### config.mk
export PLATFORM = sky130hd
export DESIGN_NAME = mdu_seq_flat
export DESIGN_NICKNAME = d
export VERILOG_FILES = /design/src/rtl/mdu_seq_pkg.sv /design/src/rtl/mdu_seq_if.sv /design/src/rtl/mdu_seq_step.sv /design/src/rtl/mdu_seq.sv /design/src/flat_wrapper.sv
export SDC_FILE = /design/constraint.sdc
export NUM_CORES = 1
export LEC_CHECK = 0
export CORE_UTILIZATION = 58
export DETAILED_ROUTE_END_ITERATION = 8
export PLACE_DENSITY = 0.82
export SLEW_MARGIN = 20
export SYNTH_ARGS = -nofsm -noshare
export SYNTH_HDL_FRONTEND = slang
export SYNTH_SLANG_ARGS = --single-unit
### constraint.sdc
create_clock -name clk -period 6.04 [get_ports clk]
set_input_delay 1.208 -clock clk [delete_from_list [all_inputs] [get_ports clk]]
set_output_delay 1.208 -clock clk [all_outputs]
set_load 0.1 [all_outputs]
### src/rtl/mdu_seq_pkg.sv
// Shared encodings for the iterative multiply/divide unit.
package mdu_seq_pkg;

    localparam int MDU_DW = 32;

    localparam logic [1:0] MDU_MULT  = 2'd0;
    localparam logic [1:0] MDU_MULTU = 2'd1;
    localparam logic [1:0] MDU_DIV   = 2'd2;
    localparam logic [1:0] MDU_DIVU  = 2'd3;

    localparam logic [1:0] MDU_IDLE = 2'd0;
    localparam logic [1:0] MDU_RUN  = 2'd1;
    localparam logic [1:0] MDU_FIX  = 2'd2;

endpackage

### src/rtl/mdu_seq_if.sv
// Pipeline-side bundle of the MDU: op launch, squash, MTHI/MTLO and HI/LO results.
interface mdu_seq_if #(parameter int DATA_WIDTH = 32);
    logic                  start;
    logic [1:0]            op;
    logic [DATA_WIDTH-1:0] a;
    logic [DATA_WIDTH-1:0] b;
    logic                  flush;
    logic                  hi_we;
    logic                  lo_we;
    logic [DATA_WIDTH-1:0] wdata;
    logic                  busy;
    logic                  done;
    logic [DATA_WIDTH-1:0] hi;
    logic [DATA_WIDTH-1:0] lo;

    modport slave (input start, op, a, b, flush, hi_we, lo_we, wdata,
                   output busy, done, hi, lo);
    modport master (output start, op, a, b, flush, hi_we, lo_we, wdata,
                    input busy, done, hi, lo);
endinterface

### src/rtl/mdu_seq_step.sv
// One shift-add (multiply) or restoring-divide iteration around a single adder/subtractor.
module mdu_step #(
    parameter int DATA_WIDTH = 32
) (
    input  logic [2*DATA_WIDTH-1:0] acc,
    input  logic [DATA_WIDTH-1:0]   opd,
    input  logic                    div,
    output logic [2*DATA_WIDTH-1:0] acc_next
);
    localparam int W = DATA_WIDTH;

    logic [W+1:0] lhs, rhs, sum;

    // Two guard bits so the divide sign test is unambiguous for a W+1 bit partial remainder.
    always_comb begin
        lhs = div ? {1'b0, acc[2*W-1:W-1]} : {2'b00, acc[2*W-1:W]};
        rhs = div ? ~{2'b00, opd} : {2'b00, opd};
        sum = lhs + rhs + {{(W+1){1'b0}}, div};
        if (div) begin
            if (!sum[W+1])
                acc_next = {sum[W-1:0], acc[W-2:0], 1'b1};
            else
                acc_next = {acc[2*W-2:0], 1'b0};
        end else begin
            if (acc[0])
                acc_next = {sum[W:0], acc[W-1:1]};
            else
                acc_next = {1'b0, acc[2*W-1:1]};
        end
    end
endmodule

### src/rtl/mdu_seq.sv
// MULT/MULTU/DIV/DIVU sequencer owning HI/LO: IDLE -> RUN (DATA_WIDTH steps) -> FIX -> IDLE.
module mdu_seq
    import mdu_seq_pkg::*;
#(
    parameter int DATA_WIDTH = MDU_DW
) (
    input logic        clk,
    input logic        rst_n,
    mdu_seq_if.slave   bus
);
    localparam int W  = DATA_WIDTH;
    localparam int CW = $clog2(W);

    logic [1:0]     state;
    logic [CW-1:0]  cnt;
    logic [2*W-1:0] acc, acc_next, prod_fix;
    logic [W-1:0]   opd, hi_q, lo_q, abs_a, abs_b, q_fix, r_fix;
    logic           is_div, is_signed, sa, sb, divz, done_q;
    logic           op_div, op_signed;

    assign op_div    = (bus.op == MDU_DIV) || (bus.op == MDU_DIVU);
    assign op_signed = (bus.op == MDU_MULT) || (bus.op == MDU_DIV);
    assign abs_a     = (op_signed && bus.a[W-1]) ? -bus.a : bus.a;
    assign abs_b     = (op_signed && bus.b[W-1]) ? -bus.b : bus.b;

    mdu_step #(.DATA_WIDTH(W)) u_step (
        .acc      (acc),
        .opd      (opd),
        .div      (is_div),
        .acc_next (acc_next)
    );

    // Divide by zero keeps the all-ones quotient, while the remainder sign fix turns |a| back into a.
    always_comb begin
        prod_fix = acc;
        q_fix    = acc[W-1:0];
        r_fix    = acc[2*W-1:W];
        if (is_signed && (sa ^ sb)) prod_fix = -acc;
        if (is_signed && (sa ^ sb) && !divz) q_fix = -acc[W-1:0];
        if (is_signed && sa) r_fix = -acc[2*W-1:W];
    end

    always_ff @(posedge clk or negedge rst_n) begin
        if (!rst_n) begin
            state     <= MDU_IDLE;
            cnt       <= '0;
            acc       <= '0;
            opd       <= '0;
            hi_q      <= '0;
            lo_q      <= '0;
            done_q    <= 1'b0;
            is_div    <= 1'b0;
            is_signed <= 1'b0;
            sa        <= 1'b0;
            sb        <= 1'b0;
            divz      <= 1'b0;
        end else begin
            done_q <= 1'b0;
            if (state == MDU_IDLE) begin
                if (bus.hi_we) hi_q <= bus.wdata;
                if (bus.lo_we) lo_q <= bus.wdata;
            end
            if (bus.flush) begin
                state <= MDU_IDLE;
            end else begin
                case (state)
                    MDU_IDLE: if (bus.start) begin
                        is_div    <= op_div;
                        is_signed <= op_signed;
                        sa        <= op_signed && bus.a[W-1];
                        sb        <= op_signed && bus.b[W-1];
                        divz      <= (abs_b == '0);
                        opd       <= op_div ? abs_b : abs_a;
                        acc       <= {{W{1'b0}}, (op_div ? abs_a : abs_b)};
                        cnt       <= CW'(W - 1);
                        state     <= MDU_RUN;
                    end
                    MDU_RUN: begin
                        acc <= acc_next;
                        cnt <= cnt - 1'b1;
                        if (cnt == '0) state <= MDU_FIX;
                    end
                    MDU_FIX: begin
                        if (is_div) begin
                            hi_q <= r_fix;
                            lo_q <= q_fix;
                        end else begin
                            hi_q <= prod_fix[2*W-1:W];
                            lo_q <= prod_fix[W-1:0];
                        end
                        done_q <= 1'b1;
                        state  <= MDU_IDLE;
                    end
                    default: state <= MDU_IDLE;
                endcase
            end
        end
    end

    assign bus.busy = (state != MDU_IDLE);
    assign bus.done = done_q;
    assign bus.hi   = hi_q;
    assign bus.lo   = lo_q;
endmodule

### src/flat_wrapper.sv
// flat-port wrapper written by rule: the top's interface ports become plain ports
module mdu_seq_flat import mdu_seq_pkg::*;
#(
    parameter int DATA_WIDTH = MDU_DW
)
  (clk, rst_n, bus_start, bus_op, bus_a, bus_b, bus_flush, bus_hi_we, bus_lo_we, bus_wdata, bus_busy, bus_done, bus_hi, bus_lo);
  mdu_seq_if #(.DATA_WIDTH(DATA_WIDTH)) bus_i ();
  input logic clk;
  input logic rst_n;
  input wire logic [$bits(bus_i.start)-1:0] bus_start;
  input wire logic [$bits(bus_i.op)-1:0] bus_op;
  input wire logic [$bits(bus_i.a)-1:0] bus_a;
  input wire logic [$bits(bus_i.b)-1:0] bus_b;
  input wire logic [$bits(bus_i.flush)-1:0] bus_flush;
  input wire logic [$bits(bus_i.hi_we)-1:0] bus_hi_we;
  input wire logic [$bits(bus_i.lo_we)-1:0] bus_lo_we;
  input wire logic [$bits(bus_i.wdata)-1:0] bus_wdata;
  output wire logic [$bits(bus_i.busy)-1:0] bus_busy;
  output wire logic [$bits(bus_i.done)-1:0] bus_done;
  output wire logic [$bits(bus_i.hi)-1:0] bus_hi;
  output wire logic [$bits(bus_i.lo)-1:0] bus_lo;
  assign bus_i.start = bus_start;
  assign bus_i.op = bus_op;
  assign bus_i.a = bus_a;
  assign bus_i.b = bus_b;
  assign bus_i.flush = bus_flush;
  assign bus_i.hi_we = bus_hi_we;
  assign bus_i.lo_we = bus_lo_we;
  assign bus_i.wdata = bus_wdata;
  assign bus_busy = bus_i.busy;
  assign bus_done = bus_i.done;
  assign bus_hi = bus_i.hi;
  assign bus_lo = bus_i.lo;
  mdu_seq #(.DATA_WIDTH(DATA_WIDTH)) u_core (.clk(clk), .rst_n(rst_n), .bus(bus_i));
endmodule
# [Yosys cells after proc, flatten, opt, wreduce, memory -nomap -nowiden]
# Index checks and enable logic that the tools add are counted.
[totals] ff_bits=173 latch_bits=0 ramBits=0 romBits=0 inputBits=104 output_inout_bits=66 n_memories=0
[op_classes] n_addsub=8 n_mul=0 n_div=0 n_lt_le_gt_ge=0 eq_ne=7 shift=0 mux=32 n_bitwise=3 n_reduce_logical=17
[ops] cell="$mux W32" count=16
[ops] cell="$mux W64" count=5
[ops] cell="$neg A32 Y32" count=4
[ops] cell="$pmux W64 S2" count=1
[ops] cell="$neg A64 Y64" count=1
[ops] cell="$add A34 B1 Y34" count=1
[ops] cell="$add A34 B34 Y34" count=1
[ops] cell="$mux W34" count=1
[ops] cell="$not A32 Y34" count=1
[ops] cell="$mux W33" count=1
[ops] cell="$logic_not A32 Y1" count=1
[ops] cell="$pmux W5 S2" count=1
[ops] cell="$eq A2 B2 Y1 const B" count=3
[ops] cell="$mux W2" count=3
[ops] cell="$reduce_and A3 Y1" count=2
[ops] cell="$logic_and A1 B1 Y1" count=5
[ops] cell="$logic_not A5 Y1" count=1
[ops] cell="$mux W5" count=1
[ops] cell="$sub A5 B1 Y5 const B" count=1
[ops] cell="$logic_not A2 Y1" count=2
[ops] cell="$pmux W2 S2" count=1
[ops] cell="$reduce_bool A2 Y1" count=2
[ops] cell="$ne A3 B2 Y1 const B" count=1
[ops] cell="$ne A3 B3 Y1 const B" count=1
[ops] cell="other kinds (8)" count=10

# [Depth between registers and ports, before layout]
# Gate-level depths: netlist (run 1).
[depth] depth_word=7 mapped_depth=19 depth_no_buf=13

# [By module]
# From an unflattened synthesis (run 1), not the netlist that was laid out.
[hier_totals] hier_cells=1823 area_unflattened_um2=14799.2
[by_module_without_submodules] mod="mdu_seq" instances=1 cells_per_inst=1281 area_each_um2=10950.5 seq_area_each_um2=4329.2
[by_module_without_submodules] mod="mdu_step" instances=1 cells_per_inst=542 area_each_um2=3848.7 seq_area_each_um2=0.0

# [Worst setup path before layout (run 1)]
# No wires, ideal clock.
[synth_timing] kind="flip-flop to flip-flop" from="register u_core.is_div" to="register u_core.acc[61]" setup_ns=0.122 t_arrival_ns=4.334 path_slack_ns=1.585 stages_incl_launch_ff=18 path_buffers=6 synth_period_minus_slack_ns=4.455 cell_sequence="dfrtp_1 -> clkbuf_2 -> clkbuf_1 -> buf_1 -> clkbuf_1 -> buf_1 -> xor2_1 -> ha_1 -> clkbuf_1 -> a21o_1 -> nand3_1 -> a311o_1 -> nand3_1 -> a2111oi_4 -> o211ai_2 -> and4_1 -> a2111o_1 -> a32o_1"
[synth_via] elab_chain_len=6
[synth_lines] element="from (decl)" line="mdu_seq.sv:18" source="logic is_div, is_signed, sa, sb, divz, done_q;"
[synth_lines] element="from (signal assigned)" line="mdu_seq.sv:68" source="is_div <= op_div;"
[synth_lines] element="$mux W33 / $mux W34 (equally long branches)" line="mdu_seq_step.sv:16, mdu_seq_step.sv:17"
[synth_lines] element="$add A34 B34 Y34" line="mdu_seq_step.sv:18" source="sum = lhs + rhs + {{(W+1){1'b0}}, div};"
[synth_lines] element="$add A34 B1 Y34" line="mdu_seq_step.sv:18"
[synth_lines] element="$mux W64, on equally long branches" line="mdu_seq_step.sv:25, mdu_seq_step.sv:20"
[synth_lines] element="$mux W64 (*)" line="mdu_seq_step.sv:19" source="if (div) begin"
[synth_lines] element="$pmux W64 S2 (*)" line="mdu_seq.sv:66" source="case (state)"
[synth_lines] element="to (signal assigned)" line="mdu_seq.sv:74" source="acc <= {{W{1'b0}}, (op_div ? abs_a : abs_b)};"
[synth_lines] element="to (signal assigned)" line="mdu_seq.sv:79" source="acc <= acc_next;"
[synth_lines] element="to (decl)" line="mdu_seq.sv:16" source="logic [2*W-1:0] acc, acc_next, prod_fix;"
# Every way passes the cells marked *; elsewhere a longest branch is shown, timed or not.
# A chain may end at the register's enable or synchronous reset.

# [Worst setup path in the final report (run 1)]
[layout_timing] from="register u_core.is_div" to="register u_core.acc[47]"
# Same word-level chain as after synthesis.

==> results of run 1 <==
[metrics by stage]
stage,hold slack [ps],std cells,worst slack (ps)
2_1_floorplan,458,1876,1580
3_3_place_gp,485,2240,1500
3_5_place_dp,485,2240,1430
4_1_cts,507,2272,1380
5_1_grt,519,2273,876
6_report,511,2273,1280
[cell type report]
| cell class | instances | area (sq um) | share of cell area |
|---|---|---|---|
| Multi-Input combinational cell | 1525 | 9710 | 0.569 |
| Sequential cell | 173 | 4330 | 0.254 |
| Timing Repair Buffer | 192 | 1880 | 0.110 |
| Clock buffer | 17 | 425 | 0.0249 |
| Tap cell | 324 | 405 | 0.0237 |
| Clock inverter | 15 | 214 | 0.0125 |
| Inverter | 27 | 101 | 0.00594 |
[flip-flops by register name, indices dropped and copies added, names as in the netlist]
name / flops
u_core.sb: 1
u_core.divz: 1
u_core.cnt: 5
u_core.bus.done: 1
u_core.state: 2
u_core.acc: 64
u_core.is_signed: 1
u_core.opd: 32
u_core.bus.hi: 32
u_core.is_div: 1
u_core.sa: 1
u_core.bus.lo: 32
[worst max path at each step]
stage / endpoint / slack, ps / cells past startpoint / from
final: u_core.acc[47]$_DFFE_PN0P_ / 1280 / 12 / u_core.is_div$_DFFE_PN0P_
after global routing: u_core.acc[54]$_DFFE_PN0P_ / 880 / 12 / u_core.is_div$_DFFE_PN0P_
after CTS: u_core.acc[47]$_DFFE_PN0P_ / 1380 / 12 / u_core.is_div$_DFFE_PN0P_
after detailed placement: u_core.acc[55]$_DFFE_PN0P_ / 1430 / 11 / u_core.is_div$_DFFE_PN0P_
after global placement: u_core.acc[50]$_DFFE_PN0P_ / 1500 / 12 / u_core.is_div$_DFFE_PN0P_
after floorplan: u_core.acc[61]$_DFFE_PN0P_ / 1580 / 17 / u_core.is_div$_DFFE_PN0P_
[kinds of logic (layout without fill, tap and decap cells)]
kind of cell	Yosys count	in the layout	share of synthesized area
AND/OR/NAND/NOR	604	604	0.191
AO/OA/AOI/OAI	584	584	0.244
XOR/XNOR	181	181	0.108
buffers and inverters	178	251	0.0462
flip-flops	173	173	0.295
multiplexers	118	118	0.0837
adder cells (fa/ha/maj)	38	38	0.0329
[where the power goes]
group	total, mW	switching, mW	internal (mW)
logic	4.61	2.99	1.62
clock network	1.18	0.600	0.583
registers	2.03	0.591	1.43
total	7.82	4.18	3.64
[worst max-delay path: stages, from the launching register on]
cell	delay, ps
dfrtp_4	1110
buf_4	320
mux2_2	350
ha_1	370
a21oi_1	280
o21ai_0	130
a31oi_1	220
o31ai_2	160
a41o_1	290
o21ai_2	840
nor2_1	120
a311o_1	310
o22ai_1	110
[synthesized netlist by cell type, types with 6 or more instances]
| library cell | instances |
|---|---|
| clkbuf_1 | 127 |
| mux2i_1 | 79 |
| o21ai_0 | 200 |
| a21oi_1 | 177 |
| o211ai_1 | 10 |
| ha_1 | 37 |
| nor3_1 | 41 |
| dfrtp_1 | 173 |
| nand3_1 | 31 |
| nor2_1 | 166 |
| nand2_1 | 223 |
| nand2b_1 | 10 |
| a211oi_1 | 35 |
| o22ai_1 | 13 |
| buf_1 | 17 |
| xnor2_1 | 100 |
| nand4_1 | 6 |
| nor2b_1 | 33 |
| a31oi_1 | 22 |
| or3_1 | 13 |
| o41ai_1 | 7 |
| or4_1 | 6 |
| mux2_2 | 39 |
| a21o_1 | 15 |
| o221ai_1 | 18 |
| xor2_1 | 81 |
| and3_1 | 12 |
| and2_1 | 10 |
| nor4_1 | 24 |
| inv_1 | 25 |
| o31ai_1 | 21 |
[metal layers]
layer | vias up | track usage | wire [um]
met4 | 2 | 0.160 | 1990
met2 | 906 | 0.604 | 22500
met5 | - | 0 | 9
met1 | 6965 | 0.538 | 20900
li1 | 6851 | - | -
met3 | 120 | 0.0575 | 5020
==> flow_summary.toml, run 1 <==
[sta]
tightest_slew_ps = 1090
max_freq_ghz = 0.210
setup_viol = 0
finalHoldViolations = 0
fin_worst_skew_ps = 14.4
finalSetupTns_ps = 0
fin_crit_ps = 4760
maxSlewHeadroom = 0.270
grt_setup_unrepaired = "no"
slew_viol_final = 0
finalCritPeriodShare = 0.788

[critical_path]
rrSetupSlack_ps = 1280
crit_arrival_ps = 5100
r2r-start = "u_core.is_div$_DFFE_PN0P_"
cp_max_fo = 80
cp-start-kind = "register"
rr_worst_depth = 12
path_class = "reg2reg"
end_kind = "register"
rr_endpoint = "u_core.acc[47]$_DFFE_PN0P_"
critPathRequiredTime_ps = 6370

[synthesis]
synth_cell_types = 85
synth.avg_cell_area_sq_um = 7.83
synth_top_area_share = 0.295
synth_area_leaders = "dfrtp_1 (29%), o21ai_0 (6.8%), a21oi_1 (6.0%)"
synthesis.area_sq_um = 14700
synth_fp_nets = 2018
async_reset_ff_frac = 1.00
yosys_warnings = 0
synth_edf_count = 0
synthCells = 1876
yosysTopAreaCell = "dfrtp_1"
ys_ff_latch = 173
ys_seq_area_frac = 0.295
ys.flop_type = "dfrtp_1"

[clock_tree]
cts_root_buf = "clkbuf_16"
path_clk_slew_ps = 80
clkLatencyLatePin_ps = 440
post_cts_resized = 0
clock_path_buffers = 2
cts_tree = "built"
cts_setup_buffers = 0
cts_hold_buf = 0
htreeDepth = 4
cts.sinks = 173
cts_buffers = 17

[power]
p_per_area_nw_per_um2 = 458
vdd_drop_max_mv = 0.358
power_mw = 7.82
power_leakage_nw = 6.93

[run]
max-cap-violations = 0

[placed_design]
io_buffers = 169
hpwl_um = 38300
gp_congestion = 1.01
postPlaceCellArea_sq_um = 16400

[die]
coreArea_sq_um = 24600
rows = 57
fp.dieArea_sq_um = 26000
die_w_um = 161
pin_count = 170
initial_core_util = 0.597
die_y_um = 161

[detailed_routing]
drtIter0Drc = 2310
routedWlPerCell_um = 22.2
ant_nets = 0
dr_total_vias = 14800
drc = 0
via_per_inst = 6.53
routed_wirelength_um = 50400
dr.pass1.iters = 6

[global_routing]
grt_pass1_vias = 13500
grt_start_max_net_pins = 130
grt_util_all_layers = 0.387
antenna_found_initial = 1
globalRouteOverflowTotal = 0
grt_pass1_wl_um = 77200

[outcome]
status = "complete, no violations"

[hold_path]
hold_start = "u_core.opd[23]$_DFFE_PN0P_"
whs_endpoint = "u_core.opd[23]$_DFFE_PN0P_"
hold_class = "reg2reg"
hold_depth = 2

[finish]
layout_common_cells = "nand2_1 (223), o21ai_0 (199), a21oi_1 (177)"
nets = 2078
layout_commonest_cell = "nand2_1"
design_area_sq_um = 17100
diodes = 0
drive_gt1_frac = 0.0657
n_fill_cell = 2007
final_util = 0.694
syn2layout_area_growth_pct = 16.2
(Power assumes the default switching activity.)
==> inputs of run 2 (changes only) <==
==> constraint.sdc (replaced) <==
create_clock -name clk -period 4.6 [get_ports clk]
set_input_delay 0.92 -clock clk [delete_from_list [all_inputs] [get_ports clk]]
set_output_delay 0.92 -clock clk [all_outputs]
set_load 0.1 [all_outputs]
==> run 2 against run 1 <==
First-iteration DRC count down 14%. Utilization up 0.50 points. Global-route usage up 0.11 points. Setup slack worse by 890 ps. Register-to-register slack worse by 890 ps. Largest power group unchanged. Final cell count up 0.66%. Sequential cell count unchanged. Routed wire length down 0.18%.
==> flow_summary.toml, run 2 (synthesis results as in run 1) <==
[sta]
finalHoldViolations = 0
maxSlewHeadroom = 0.268
slew_viol_final = 0
finalCritPeriodShare = 0.916
max_freq_ghz = 0.237
holdWs_ps = 514
setup_viol = 0
setup_ws_ps = 388
finalSetupTns_ps = 0
grt_setup_unrepaired = "no"
fin_worst_skew_ps = 17.9
tightest_slew_ps = 1100
fin_crit_ps = 4210

[placed_design]
pre_cts_ws_ps = 510
gp_congestion = 1.02
hpwl_um = 38200
io_buffers = 169
place_inst = 2256
postPlaceCellArea_sq_um = 16500

[die]
rows = 57
coreArea_sq_um = 24600
pin_count = 170
fp.dieArea_sq_um = 26000
initial_core_util = 0.597
die_y_um = 161
die_w_um = 161

[critical_path]
rrSetupSlack_ps = 390
cp_max_fo = 44
cp-start-kind = "register"
crit_arrival_ps = 4520
path_class = "reg2reg"
critPathRequiredTime_ps = 4910
end_kind = "register"

[finish]
fin_cells = 2288
largest_reg_flops = 64
nets = 2093
largest_register = "u_core.acc"
layout_commonest_cell = "nand2_1"
layout_common_cells = "nand2_1 (223), o21ai_0 (199), a21oi_1 (177)"
n_fill_cell = 2013
final_util = 0.699
design_area_sq_um = 17200
diodes = 0
syn2layout_area_growth_pct = 17.0
drive_gt1_frac = 0.0718

[global_routing]
grt_start_max_net_pins = 100
grt_util_all_layers = 0.388
antenna_found_initial = 0
grt_pass1_vias = 13600
globalRouteOverflowTotal = 0
grt_pass1_wl_um = 78100

[power]
p_per_area_nw_per_um2 = 595
vdd_drop_max_mv = 0.401
power_mw = 10.2
power_leakage_nw = 7.01

[hold_path]
hold_class = "reg2reg"

[clock_tree]
cts_setup_buffers = 0
cts.sinks = 173
path_clk_slew_ps = 80
cts_hold_buf = 0
cts_root_buf = "clkbuf_16"
clkLatencyLatePin_ps = 450
post_cts_resized = 0
htreeDepth = 4
cts_buffers = 17
cts_tree = "built"
clock_path_buffers = 2

[detailed_routing]
drtIter0Drc = 1995
dr_total_vias = 15000
dr.pass1.iters = 8
routed_wirelength_um = 50300
ant_nets = 0
via_per_inst = 6.55
drc = 0
routedWlPerCell_um = 22.0

[run]
max-cap-violations = 0

[outcome]
status = "complete, no violations"
==> run 2: cell types whose count changed in the layout (fill, tap and decap cells not counted) <==
cell	delta
nor2b_1	+1
buf_16	-1
nor2_2	-1
inv_8	-2
buf_4	+14
inv_12	-1
clkinv_8	+3
nor2b_2	-1
nor2_1	+1
buf_12	+2
==> run 2: cell type report <==
type / count / area [sq um] / area share
multi-input cells: 1525 / 9710 / 0.565
flip-flops and latches: 173 / 4330 / 0.252
repair buffers: 207 / 2000 / 0.116
clock buffers: 17 / 425 / 0.0247
well taps: 324 / 405 / 0.0236
clock inverters: 15 / 224 / 0.0130
inverters: 27 / 101 / 0.00589
==> run 2: path summary, 6_finish.rpt <==
check	to	startpoint	depth (start not counted)
min in group asynchronous	u_core.bus.done$_DFF_PN0_	rst_n	1
hold / removal	u_core.opd[4]$_DFFE_PN0P_	u_core.opd[4]$_DFFE_PN0P_	2
setup / recovery	u_core.acc[57]$_DFFE_PN0P_	u_core.is_div$_DFFE_PN0P_	11
setup reg to reg	u_core.acc[57]$_DFFE_PN0P_	u_core.is_div$_DFFE_PN0P_	11
hold reg to reg	u_core.opd[4]$_DFFE_PN0P_	u_core.opd[4]$_DFFE_PN0P_	2
max in group asynchronous	u_core.opd[22]$_DFFE_PN0P_	rst_n	2
==> run 2: power breakdown <==
group	internal, mW	switching (mW)	total, mW
sequential	1.88	0.736	2.62
clock	0.763	0.795	1.56
combinational	2.17	3.89	6.06
total	4.82	5.42	10.2
==> run 2: worst max-delay path, cell delays in order (launching register included) <==
cell	delay (ps)
dfrtp_4	790
buf_4	440
nand2_1	90
o21ai_0	190
ha_1	420
a21oi_1	340
o21ai_0	180
a2111o_1	420
o21ai_0	370
a211oi_1	130
a2111oi_0	520
o21ai_0	160
==> run 2: metal layers <==
layer / part of all wire / routed length, um / global-route usage / vias up
li1: - / - / - / 6879
met2: 0.44 / 22000 / 0.583 / 888
met5: 0 / 0 / 0 / -
met4: 0.038 / 1920 / 0.148 / 0
met3: 0.10 / 5080 / 0.0688 / 85
met1: 0.42 / 21300 / 0.556 / 7142
==> inputs of run 3 (changes only) <==
--- a/config.mk
+++ b/config.mk
@@ -6,6 +6,7 @@
 export NUM_CORES = 1
 export LEC_CHECK = 0
 export CORE_UTILIZATION = 58
+export CTS_CLUSTER_DIAMETER = 40
 export DETAILED_ROUTE_END_ITERATION = 8
 export PLACE_DENSITY = 0.82
 export SLEW_MARGIN = 20
==> results of run 3 <==
The final DEF is identical to that of run 2; final timing and power are the same.
